--- config.mk ---
export PLATFORM = sky130hd
export DESIGN_NAME = uart_mbox_client_flat
export DESIGN_NICKNAME = d
export VERILOG_FILES = /design/src/rtl/mailbox_pkg.sv /design/src/rtl/uart_mbox_client_if.sv /design/src/rtl/uart_client_rx_fifo.sv /design/src/rtl/uart_mbox_client.sv /design/src/flat_wrapper.sv
export SDC_FILE = /design/constraint.sdc
export NUM_CORES = 1
export LEC_CHECK = 0
export CAP_MARGIN = 40
export CORE_AREA = 4 4 117 119
export CTS_CLUSTER_SIZE = 10
export DETAILED_ROUTE_END_ITERATION = 8
export DIE_AREA = 0 0 121 123
export MAX_ROUTING_LAYER = met4
export PLACE_DENSITY = 0.84
export SLEW_MARGIN = 30
export SYNTH_ARGS = -nofsm -noshare
export SYNTH_HDL_FRONTEND = slang
export SYNTH_HIERARCHICAL = 1
export SYNTH_SLANG_ARGS = --single-unit
--- constraint.sdc ---
create_clock -name clk -period 6.6 [get_ports clk]
set_input_delay 0.99 -clock clk [delete_from_list [all_inputs] [get_ports clk]]
set_output_delay 0.99 -clock clk [all_outputs]
set_load 0.05 [all_outputs]
--- src/rtl/mailbox_pkg.sv ---
// mailbox_pkg: shared mailbox fabric constants plus the UART leaf CSR map and client FSM states.
package mailbox_pkg;
  localparam logic [3:0] OPC_DATA = 4'h1;
  localparam logic [3:0] UART_CSR_TXDATA = 4'd0;
  localparam logic [3:0] UART_CSR_DEST = 4'd2;
  localparam logic [3:0] UART_CSR_BAUD = 4'd3;
  typedef enum logic [1:0] {ST_INIT_DEST, ST_INIT_BAUD, ST_RUN} uart_client_state_e;
endpackage

--- src/rtl/uart_mbox_client_if.sv ---
// uart_mbox_client_if: core port of a mailbox_endpoint_stream (tx beat out, rx beat in).
interface uart_mbox_client_if;
  logic tx_valid, tx_ready, tx_prio, tx_eop;
  logic [31:0] tx_data;
  logic [15:0] tx_dest_id;
  logic [3:0] tx_opcode;
  logic rx_valid, rx_ready, rx_error;
  logic [31:0] rx_data;
  modport master(output tx_valid, tx_data, tx_dest_id, tx_opcode, tx_prio, tx_eop, rx_ready,
                 input tx_ready, rx_valid, rx_data, rx_error);
  modport slave(input tx_valid, tx_data, tx_dest_id, tx_opcode, tx_prio, tx_eop, rx_ready,
                output tx_ready, rx_valid, rx_data, rx_error);
endinterface

--- src/rtl/uart_client_rx_fifo.sv ---
// uart_client_rx_fifo: synchronous byte FIFO; a push while full is taken only alongside a pop.
module uart_client_rx_fifo #(
  parameter int unsigned DEPTH = 8,
  localparam int unsigned AW = $clog2(DEPTH)
) (
  input  logic       clk,
  input  logic       rst_n,
  input  logic       push_i,
  input  logic       pop_i,
  input  logic [7:0] data_i,
  output logic [7:0] data_o,
  output logic       full_o,
  output logic       empty_o
);
  logic [7:0] mem_q [DEPTH];
  logic [AW-1:0] wr_q, rd_q;
  logic [AW:0] cnt_q;
  logic do_push, do_pop;
  assign empty_o = cnt_q == '0;
  assign full_o = cnt_q == (AW+1)'(DEPTH);
  assign do_pop = pop_i && !empty_o;
  assign do_push = push_i && (!full_o || do_pop);
  assign data_o = mem_q[rd_q];
  always_ff @(posedge clk) if (do_push) mem_q[wr_q] <= data_i;
  always_ff @(posedge clk or negedge rst_n) begin
    if (!rst_n) begin
      wr_q <= '0;
      rd_q <= '0;
      cnt_q <= '0;
    end else begin
      wr_q <= wr_q + AW'(do_push);
      rd_q <= rd_q + AW'(do_pop);
      cnt_q <= cnt_q + (AW+1)'(do_push) - (AW+1)'(do_pop);
    end
  end
endmodule

--- src/rtl/uart_mbox_client.sv ---
// uart_mbox_client: drives a UART leaf over the mailbox fabric; received bytes land in a local FIFO.
// Optional saturating tx/rx/drop counters are built when UART_CLIENT_STATS_EN is defined.
module uart_mbox_client
  import mailbox_pkg::*;
#(
  parameter logic [15:0] UART_NODE = 16'h00F0,
  parameter logic [15:0] SELF_ID = 16'h0010,
  parameter logic [31:0] BAUD_DIV = 32'd217,
  parameter int unsigned RX_DEPTH = 8
) (
  input  logic        clk,
  input  logic        rst_n,
  input  logic        in_valid_i,
  output logic        in_ready_o,
  input  logic [7:0]  in_data_i,
  output logic        out_valid_o,
  input  logic        out_ready_i,
  output logic [7:0]  out_data_o,
  input  logic [31:0] cfg_baud_div_i,
  input  logic        cfg_reinit_i,
  output logic        init_done_o,
  output logic [15:0] stat_tx_cnt_o,
  output logic [15:0] stat_rx_cnt_o,
  output logic [15:0] stat_drop_cnt_o,
  uart_mbox_client_if.master ep
);
  localparam logic [1:0] S_INIT_DEST = 2'(ST_INIT_DEST);
  localparam logic [1:0] S_INIT_BAUD = 2'(ST_INIT_BAUD);
  localparam logic [1:0] S_RUN = 2'(ST_RUN);
  logic [1:0] state_q, state_d;
  logic [31:0] baud_q, tx_data_q, tx_data_d;
  logic [3:0] tx_csr_q, tx_csr_d;
  logic tx_valid_q, free, load, push, pop, full, empty;
  logic unused_rx;
  assign free = !tx_valid_q || ep.tx_ready;
  assign init_done_o = state_q == S_RUN;
  assign in_ready_o = init_done_o && free;
  always_comb begin
    load = free && (state_q != S_RUN || in_valid_i);
    tx_csr_d = state_q == S_INIT_DEST ? UART_CSR_DEST : state_q == S_INIT_BAUD ? UART_CSR_BAUD : UART_CSR_TXDATA;
    tx_data_d = state_q == S_INIT_DEST ? {16'h0, SELF_ID} : state_q == S_INIT_BAUD ? baud_q : {24'h0, in_data_i};
    state_d = cfg_reinit_i ? S_INIT_DEST
            : load && state_q == S_INIT_DEST ? S_INIT_BAUD
            : load && state_q == S_INIT_BAUD ? S_RUN : state_q;
  end
  // A held beat keeps draining across cfg_reinit, so nothing is lost or reordered.
  always_ff @(posedge clk or negedge rst_n) begin
    if (!rst_n) begin
      state_q <= S_INIT_DEST;
      baud_q <= BAUD_DIV;
      tx_valid_q <= 1'b0;
      tx_data_q <= '0;
      tx_csr_q <= '0;
    end else begin
      state_q <= state_d;
      tx_valid_q <= load || !free;
      if (load) tx_data_q <= tx_data_d;
      if (load) tx_csr_q <= tx_csr_d;
      if (cfg_reinit_i) baud_q <= cfg_baud_div_i;
    end
  end
  assign ep.tx_valid = tx_valid_q;
  assign ep.tx_data = tx_data_q;
  assign ep.tx_dest_id = {UART_NODE[15:4], tx_csr_q};
  assign ep.tx_opcode = OPC_DATA;
  assign ep.tx_prio = 1'b0;
  assign ep.tx_eop = 1'b1;
  assign ep.rx_ready = 1'b1;
  assign unused_rx = ^ep.rx_data[31:8];
  assign pop = !empty && out_ready_i;
  assign push = ep.rx_valid && !ep.rx_error && (!full || pop);
  assign out_valid_o = !empty;
  uart_client_rx_fifo #(.DEPTH(RX_DEPTH)) u_rx_fifo (
    .clk(clk), .rst_n(rst_n), .push_i(push), .pop_i(pop), .data_i(ep.rx_data[7:0]),
    .data_o(out_data_o), .full_o(full), .empty_o(empty)
  );
`ifdef UART_CLIENT_STATS_EN
  logic [15:0] tx_cnt_q, rx_cnt_q, drop_cnt_q;
  logic tx_fire, drop;
  assign tx_fire = tx_valid_q && ep.tx_ready && tx_csr_q == UART_CSR_TXDATA;
  assign drop = ep.rx_valid && !push;
  always_ff @(posedge clk or negedge rst_n) begin
    if (!rst_n) begin
      tx_cnt_q <= '0;
      rx_cnt_q <= '0;
      drop_cnt_q <= '0;
    end else begin
      tx_cnt_q <= tx_cnt_q + 16'(tx_fire && !(&tx_cnt_q));
      rx_cnt_q <= rx_cnt_q + 16'(push && !(&rx_cnt_q));
      drop_cnt_q <= drop_cnt_q + 16'(drop && !(&drop_cnt_q));
    end
  end
  assign stat_tx_cnt_o = tx_cnt_q;
  assign stat_rx_cnt_o = rx_cnt_q;
  assign stat_drop_cnt_o = drop_cnt_q;
`else
  assign stat_tx_cnt_o = '0;
  assign stat_rx_cnt_o = '0;
  assign stat_drop_cnt_o = '0;
`endif
endmodule
--- src/flat_wrapper.sv ---
// flat-port wrapper written by rule: the top's interface ports become plain ports
module uart_mbox_client_flat import mailbox_pkg::*;
#(
  parameter logic [15:0] UART_NODE = 16'h00F0,
  parameter logic [15:0] SELF_ID = 16'h0010,
  parameter logic [31:0] BAUD_DIV = 32'd217,
  parameter int unsigned RX_DEPTH = 8
)
  (clk, rst_n, in_valid_i, in_ready_o, in_data_i, out_valid_o, out_ready_i, out_data_o, cfg_baud_div_i, cfg_reinit_i, init_done_o, stat_tx_cnt_o, stat_rx_cnt_o, stat_drop_cnt_o, ep_tx_valid, ep_tx_data, ep_tx_dest_id, ep_tx_opcode, ep_tx_prio, ep_tx_eop, ep_rx_ready, ep_tx_ready, ep_rx_valid, ep_rx_data, ep_rx_error);
  uart_mbox_client_if ep_i ();
  input  logic clk;
  input  logic rst_n;
  input  logic in_valid_i;
  output logic in_ready_o;
  input  logic [7:0] in_data_i;
  output logic out_valid_o;
  input  logic out_ready_i;
  output logic [7:0] out_data_o;
  input  logic [31:0] cfg_baud_div_i;
  input  logic cfg_reinit_i;
  output logic init_done_o;
  output logic [15:0] stat_tx_cnt_o;
  output logic [15:0] stat_rx_cnt_o;
  output logic [15:0] stat_drop_cnt_o;
  output wire logic [$bits(ep_i.tx_valid)-1:0] ep_tx_valid;
  output wire logic [$bits(ep_i.tx_data)-1:0] ep_tx_data;
  output wire logic [$bits(ep_i.tx_dest_id)-1:0] ep_tx_dest_id;
  output wire logic [$bits(ep_i.tx_opcode)-1:0] ep_tx_opcode;
  output wire logic [$bits(ep_i.tx_prio)-1:0] ep_tx_prio;
  output wire logic [$bits(ep_i.tx_eop)-1:0] ep_tx_eop;
  output wire logic [$bits(ep_i.rx_ready)-1:0] ep_rx_ready;
  input wire logic [$bits(ep_i.tx_ready)-1:0] ep_tx_ready;
  input wire logic [$bits(ep_i.rx_valid)-1:0] ep_rx_valid;
  input wire logic [$bits(ep_i.rx_data)-1:0] ep_rx_data;
  input wire logic [$bits(ep_i.rx_error)-1:0] ep_rx_error;
  assign ep_tx_valid = ep_i.tx_valid;
  assign ep_tx_data = ep_i.tx_data;
  assign ep_tx_dest_id = ep_i.tx_dest_id;
  assign ep_tx_opcode = ep_i.tx_opcode;
  assign ep_tx_prio = ep_i.tx_prio;
  assign ep_tx_eop = ep_i.tx_eop;
  assign ep_rx_ready = ep_i.rx_ready;
  assign ep_i.tx_ready = ep_tx_ready;
  assign ep_i.rx_valid = ep_rx_valid;
  assign ep_i.rx_data = ep_rx_data;
  assign ep_i.rx_error = ep_rx_error;
  uart_mbox_client #(.UART_NODE(UART_NODE), .SELF_ID(SELF_ID), .BAUD_DIV(BAUD_DIV), .RX_DEPTH(RX_DEPTH)) u_core (.clk(clk), .rst_n(rst_n), .in_valid_i(in_valid_i), .in_ready_o(in_ready_o), .in_data_i(in_data_i), .out_valid_o(out_valid_o), .out_ready_i(out_ready_i), .out_data_o(out_data_o), .cfg_baud_div_i(cfg_baud_div_i), .cfg_reinit_i(cfg_reinit_i), .init_done_o(init_done_o), .stat_tx_cnt_o(stat_tx_cnt_o), .stat_rx_cnt_o(stat_rx_cnt_o), .stat_drop_cnt_o(stat_drop_cnt_o), .ep(ep_i));
endmodule
# Word-level counts from Yosys, hierarchy flattened
# Memory sizes are Yosys's and may differ from the RTL's.
# Index checks and enable logic that the tools add are counted.
[word_totals]
elab_cells = 48
inputBits = 80
register_bits = 81
out_inout_bits = 115
memories = 1
ramBits = 64
[classes]
reduce_logical = 22
add_sub_neg = 4
n_eq_ne = 4
n_mux = 9
[memory_table]
columns = ["name", "depth", "word_bits", "rd", "rd_ports_with_merged_regs", "wr", "line_no", "rtl"]
rows = [
  ["u_core.u_rx_fifo.mem_q", 8, 8, 1, 0, 1, "uart_client_rx_fifo.sv:15", "logic [7:0] mem_q [DEPTH];"],
]
[op_table]
columns = ["cell", "count"]
rows = [
  ["$mux 32", 2],
  ["$logic_and 1x1->1", 9],
  ["$mux 2", 4],
  ["$add 3x1->3", 2],
  ["$logic_not 1->1", 5],
  ["$logic_or 1x1->1", 5],
  ["$add 4x1->4", 1],
  ["$eq 4x4->1 const B", 1],
  ["$logic_not 4->1", 1],
  ["$mux 4", 1],
  ["$sub 4x1->4", 1],
  ["$reduce_bool 3->1", 1],
  ["$eq 2x1->1 const B", 1],
  ["$eq 2x2->1 const B", 1],
  ["$logic_not 2->1", 1],
  ["$mux 1", 2],
  ["$ne 2x2->1 const B", 1],
]

# Depth between registers and ports, before layout
[logic_depth]
depth_word = 8
depth_mapped = 12
ltp_nobuf = 12

# Modules after synthesis
# Netlist, hierarchy kept.
[modules_own_cells]
columns = ["module", "area_each_um2", "n_inst", "cells_each", "seq_area_each_um2"]
rows = [
  ["uart_mbox_client", 3199.3, 1, 246, 1732.9],
  ["uart_client_rx_fifo", 3056.7, 1, 144, 2172.1],
]

# Worst setup path after synthesis
# Ideal clock, no wire load.
[synth_path]
path_kind = "input to register"
startpoint = "in out_ready_i"
endpoint = "mem u_core.u_rx_fifo.mem_q[2][0] (enable)"
arrival_time_ns = 2.738
setup_ns = 0.398
path_slack_ns = 3.464
required_time_ns = 6.202
n_path_buf = 0
path_stages = 5
cell_sequence = "nor2b_1 nor2b_1 nor3b_1 o21ai_2 nor4b_1"
[synth_via]
elab_chain_cells = 6
word_cells_on_any_way = 8
classes_between = "2 x mux; 6 x reduce/logical"
[synth_rtl]
columns = ["element", "line_no", "rtl"]
rows = [
  ["start, declared", "flat_wrapper.sv:17", "input logic out_ready_i;"],
  ["$logic_and 1x1->1", "uart_mbox_client.sv:70", "assign pop = !empty && out_ready_i;"],
  ["$logic_or 1x1->1", "uart_mbox_client.sv:71", "assign push = ep.rx_valid && !ep.rx_error && (!full || pop);"],
  ["$logic_and 1x1->1", "uart_mbox_client.sv:71", ""],
  ["named net u_core.push", "uart_mbox_client.sv:33", "logic tx_valid_q, free, load, push, pop, full, empty;"],
  ["$logic_and 1x1->1", "uart_client_rx_fifo.sv:22", "assign do_push = push_i && (!full_o || do_pop);"],
  ["$mux 1", "uart_client_rx_fifo.sv:24", "always_ff @(posedge clk) if (do_push) mem_q[wr_q] <= data_i;"],
  ["$mux 1 (not written as such)", "uart_client_rx_fifo.sv:24", ""],
  ["end, declared", "uart_client_rx_fifo.sv:15", ""],
]
# The timed path passes the listed nets, and every way through them passes these cells.

# Worst setup path in the final report
[layout_path]
startpoint = "reg u_core.u_rx_fifo.rd_q[0]"
endpoint = "out out_data_o[5]"
[layout_via]
elab_chain_cells = 1
[layout_rtl]
columns = ["element", "line_no", "rtl"]
rows = [
  ["start, declared", "uart_client_rx_fifo.sv:16", "logic [AW-1:0] wr_q, rd_q;"],
  ["start signal, assigned", "uart_client_rx_fifo.sv:32", "rd_q <= rd_q + AW'(do_pop);"],
  ["$mem_v2 8x8", "--", ""],
  ["end, declared", "flat_wrapper.sv:18", "output logic [7:0] out_data_o;"],
]
# Every way passes these cells.

==> metrics <==
flops & latches, synth=between 100 and 150; setup violators final=0; Slew @ Worst Pin=approximately 0.69 ns; TritonCTS Buffers=17; Std-Cell Core Area=~0.013 mm2; Starting DRT DRC Count=160; die area=about 0.015 mm2; crit path DAT=roughly 2.8 ns; CP top delay family=buffers and inverters; Core Util, Final=between 60 and 70%; maximum vdd ir drop=0.2076 mV; register area share after synthesis=around 62%; Leakage=0.003249 uW; Total GRT Usage=between 10% and 20%; Worst-path clk slew=~0.060 ns; Die H=between 100 and 150 um; first-pass GRT wire length=about 18000 um; fraction of layout cells with a size suffix above 1=approximately 20%; 1st-pass router iterations=5; status=completed; TNS Setup=0 ns; dpl cell area=approximately 0.0072 mm2; # Post-CTS Setup Buffers=0; min-delay worst type=flop to flop; reg2reg setup slack=approximately 4 ns; CTS hold repair buffers=0; Post-synth EDFFs=between 60 and 70; sw frac=approximately a third; max-cap viol count=0; Cell Area, Synth=roughly 0.0063 mm2; placer congestion estimate=approximately 0.77; CP endpoint kind=primary output; largest net degree at the start of global routing=45; Logic pwr share=between 20% and 30%; cell count after synthesis=390; CP Launch Type=flop; CTS tree=yes; Final Critical Period=around 3.8 ns; port bufs=a little over 100; Rel. slew slack=a little over half; Via density=4.943; Post-synth ARST share=around 55%; fillers=around 930; grt ovf=0; # rows=slightly above 40; worst path cell trace=buf_8, mux4_1, mux2_2, clkdlybuf4s50_1; Sequential Power Share=~39%; number of I/O pins=just under 200; post-cts sizing count=0; Buffers & Inverters on Critical Path=2; post-layout instance area=a little under 0.008 mm2; Routed WL=11810 um; DP Wirelength=8088 um; antenna violations before repair=0; area delta synth->final=24.96%; Psw=1007 uW; Yosys warning total=6; Synth cell types=43; Int Pwr=roughly 1900 uW; delay of the slowest cell on the worst path=~0.71 ns; Worst-Skew Late Latency=approximately 0.42 ns; CP max stage cell=clkdlybuf4s50_1; mean area per synthesized cell=around 16 um2; clk buf depth=2; fin. max-slew vios=0; Setup Crit Path Kind=flop to primary output; detailed-route via count=3391; Post-DRT Antenna Nets=0; layout net count=591; DRC=0; critical path data required time=around 5.6 ns; Routed WL per cell=around 17 um; Clock Root Buffer=clkbuf_16; Inserted Diodes=0; RSZ-0062 raised after global routing=no; vias in the first global route=around 3600; Initial Util=between 40% and 50%; die width=approximately 120 um; Worst Path Max Fanout=10; Final Hold Viols=0; number of H-tree levels=4; Most used DFF post-synth=dfrtp_1; Clk network pwr share=31.5%; fmax=between 200 and 300 MHz; Cell Pwr Density=between 300 and 400 mW/mm2; final cycle utilization of the critical path=roughly 57%; clock sinks=between 100 and 150; Fin Clk Skew=between 0.004 and 0.005 ns
[per-stage QoR]
step	worst slack (ns)	cells	hold slack, ns	power, uW
floorplan	3.464	457	0.4689	1816
global placement	3.037	650	0.4641	1990
detailed placement	3.061	652	0.4766	2031
CTS	2.609	684	0.4907	2973
global route	2.778	686	0.5145	3088
finish	2.848	686	0.4863	2951
[synth_stat cells (all sizes together), types with 4 or more instances]
cell,n,area [um2]
mux4,16,416.7
a22o,31,271.5
o21ai,4,35.04
xor2,4,35.03
dfstp,5,131.4
clkbuf,4,15.01
edfxtp,64,1922
mux2,47,529.3
nor2b,6,45.04
a21oi,4,20.02
ha,9,112.6
dfrtp,74,1852
inv,9,33.78
buf,82,614.3
[state kept, by name, indices dropped and copies added (netlist names)]
name	cells
u_core/state_q	2
u_core/ep.tx_valid	1
u_core/u_rx_fifo/rd_q	3
u_core/u_rx_fifo/wr_q	3
u_core/baud_q	32
u_core/ep.tx_data	32
u_core/u_rx_fifo/mem_q	64
u_core/u_rx_fifo/cnt_q	4
u_core/tx_csr_q	2
[worst paths after layout]
path	end	from	cells after the start
hold reg to reg	u_core/tx_csr_q[0]	u_core/tx_csr_q[0]	1
setup / recovery	out_data_o[5]	u_core/u_rx_fifo/rd_q[0]	4
hold / removal	u_core/tx_csr_q[0]	u_core/tx_csr_q[0]	1
min in group asynchronous	u_core/tx_csr_q[0]	rst_n	1
max in group asynchronous	u_core/baud_q[0]	rst_n	2
setup reg to reg	u_core/u_rx_fifo/mem_q[3][6]	u_core/u_rx_fifo/cnt_q[2]	9
[placed cells by master, fill, tap and decap left out, types with 2 or more instances in the layout]
| master | count |
|---|---|
| clkdlybuf4s50_1 | 100 |
| dfrtp_1 | 74 |
| conb_1 | 69 |
| edfxtp_1 | 64 |
| mux2_2 | 43 |
| a22o_1 | 31 |
| clkbuf_16 | 17 |
| mux4_1 | 15 |
| ha_1 | 9 |
| buf_4 | 8 |
| inv_1 | 8 |
| nor2b_1 | 5 |
| dfstp_2 | 5 |
| inv_6 | 4 |
| inv_8 | 4 |
| mux2_1 | 4 |
| a21oi_1 | 4 |
| xor2_1 | 4 |
| clkinv_4 | 3 |
| nor2_1 | 3 |
| nand2_1 | 3 |
| nor4b_1 | 3 |
| or3_1 | 2 |
| nor3b_1 | 2 |
| o21ai_0 | 2 |
| nand2b_1 | 2 |
| a21o_1 | 2 |
| and4b_1 | 2 |
[cell families after synthesis]
family | share of synthesized area, %
adder cells (fa/ha/maj) | 2.120
XOR/XNOR | 0.5599
multiplexers | 15.28
buffers and inverters | 10.60
AND/OR/NAND/NOR | 3.300
AO/OA/AOI/OAI | 5.600
flip-flops | 62.42
other | 0.1200
[power groups by stage]
stage / combinational [uW] / clock (uW) / sequential (uW)
floorplan: 641 / 0 / 1170
global placement: 823 / 0 / 1170
detailed placement: 853 / 0 / 1180
CTS: 857 / 954 / 1160
global route: 926 / 998 / 1160
finish: 871 / 930 / 1150
[per-layer routing]
metal	share of wire (%)	wire length [um]	GRT usage [%]	vias to the layer above
li1	-	-	-	1528
met5	0	0	-	-
met2	53	6199	27.93	116
met3	7.5	882	6.725	13
met4	1.3	151	6.020	0
met1	39	4573	18.83	1734
[layout make-up]
type / instances / area (um2) / area share, %
inverters: 9 / 33.78 / 0.4321
clock buffers: 18 / 439.2 / 5.618
repair buffers: 111 / 1124 / 14.37
well taps: 172 / 215.2 / 2.753
flip-flops and latches: 143 / 3905 / 49.95
multi-input cells: 219 / 1954 / 25.00
clock inverters: 14 / 146.4 / 1.873
No activity file was read; power rests on OpenSTA's default activity.
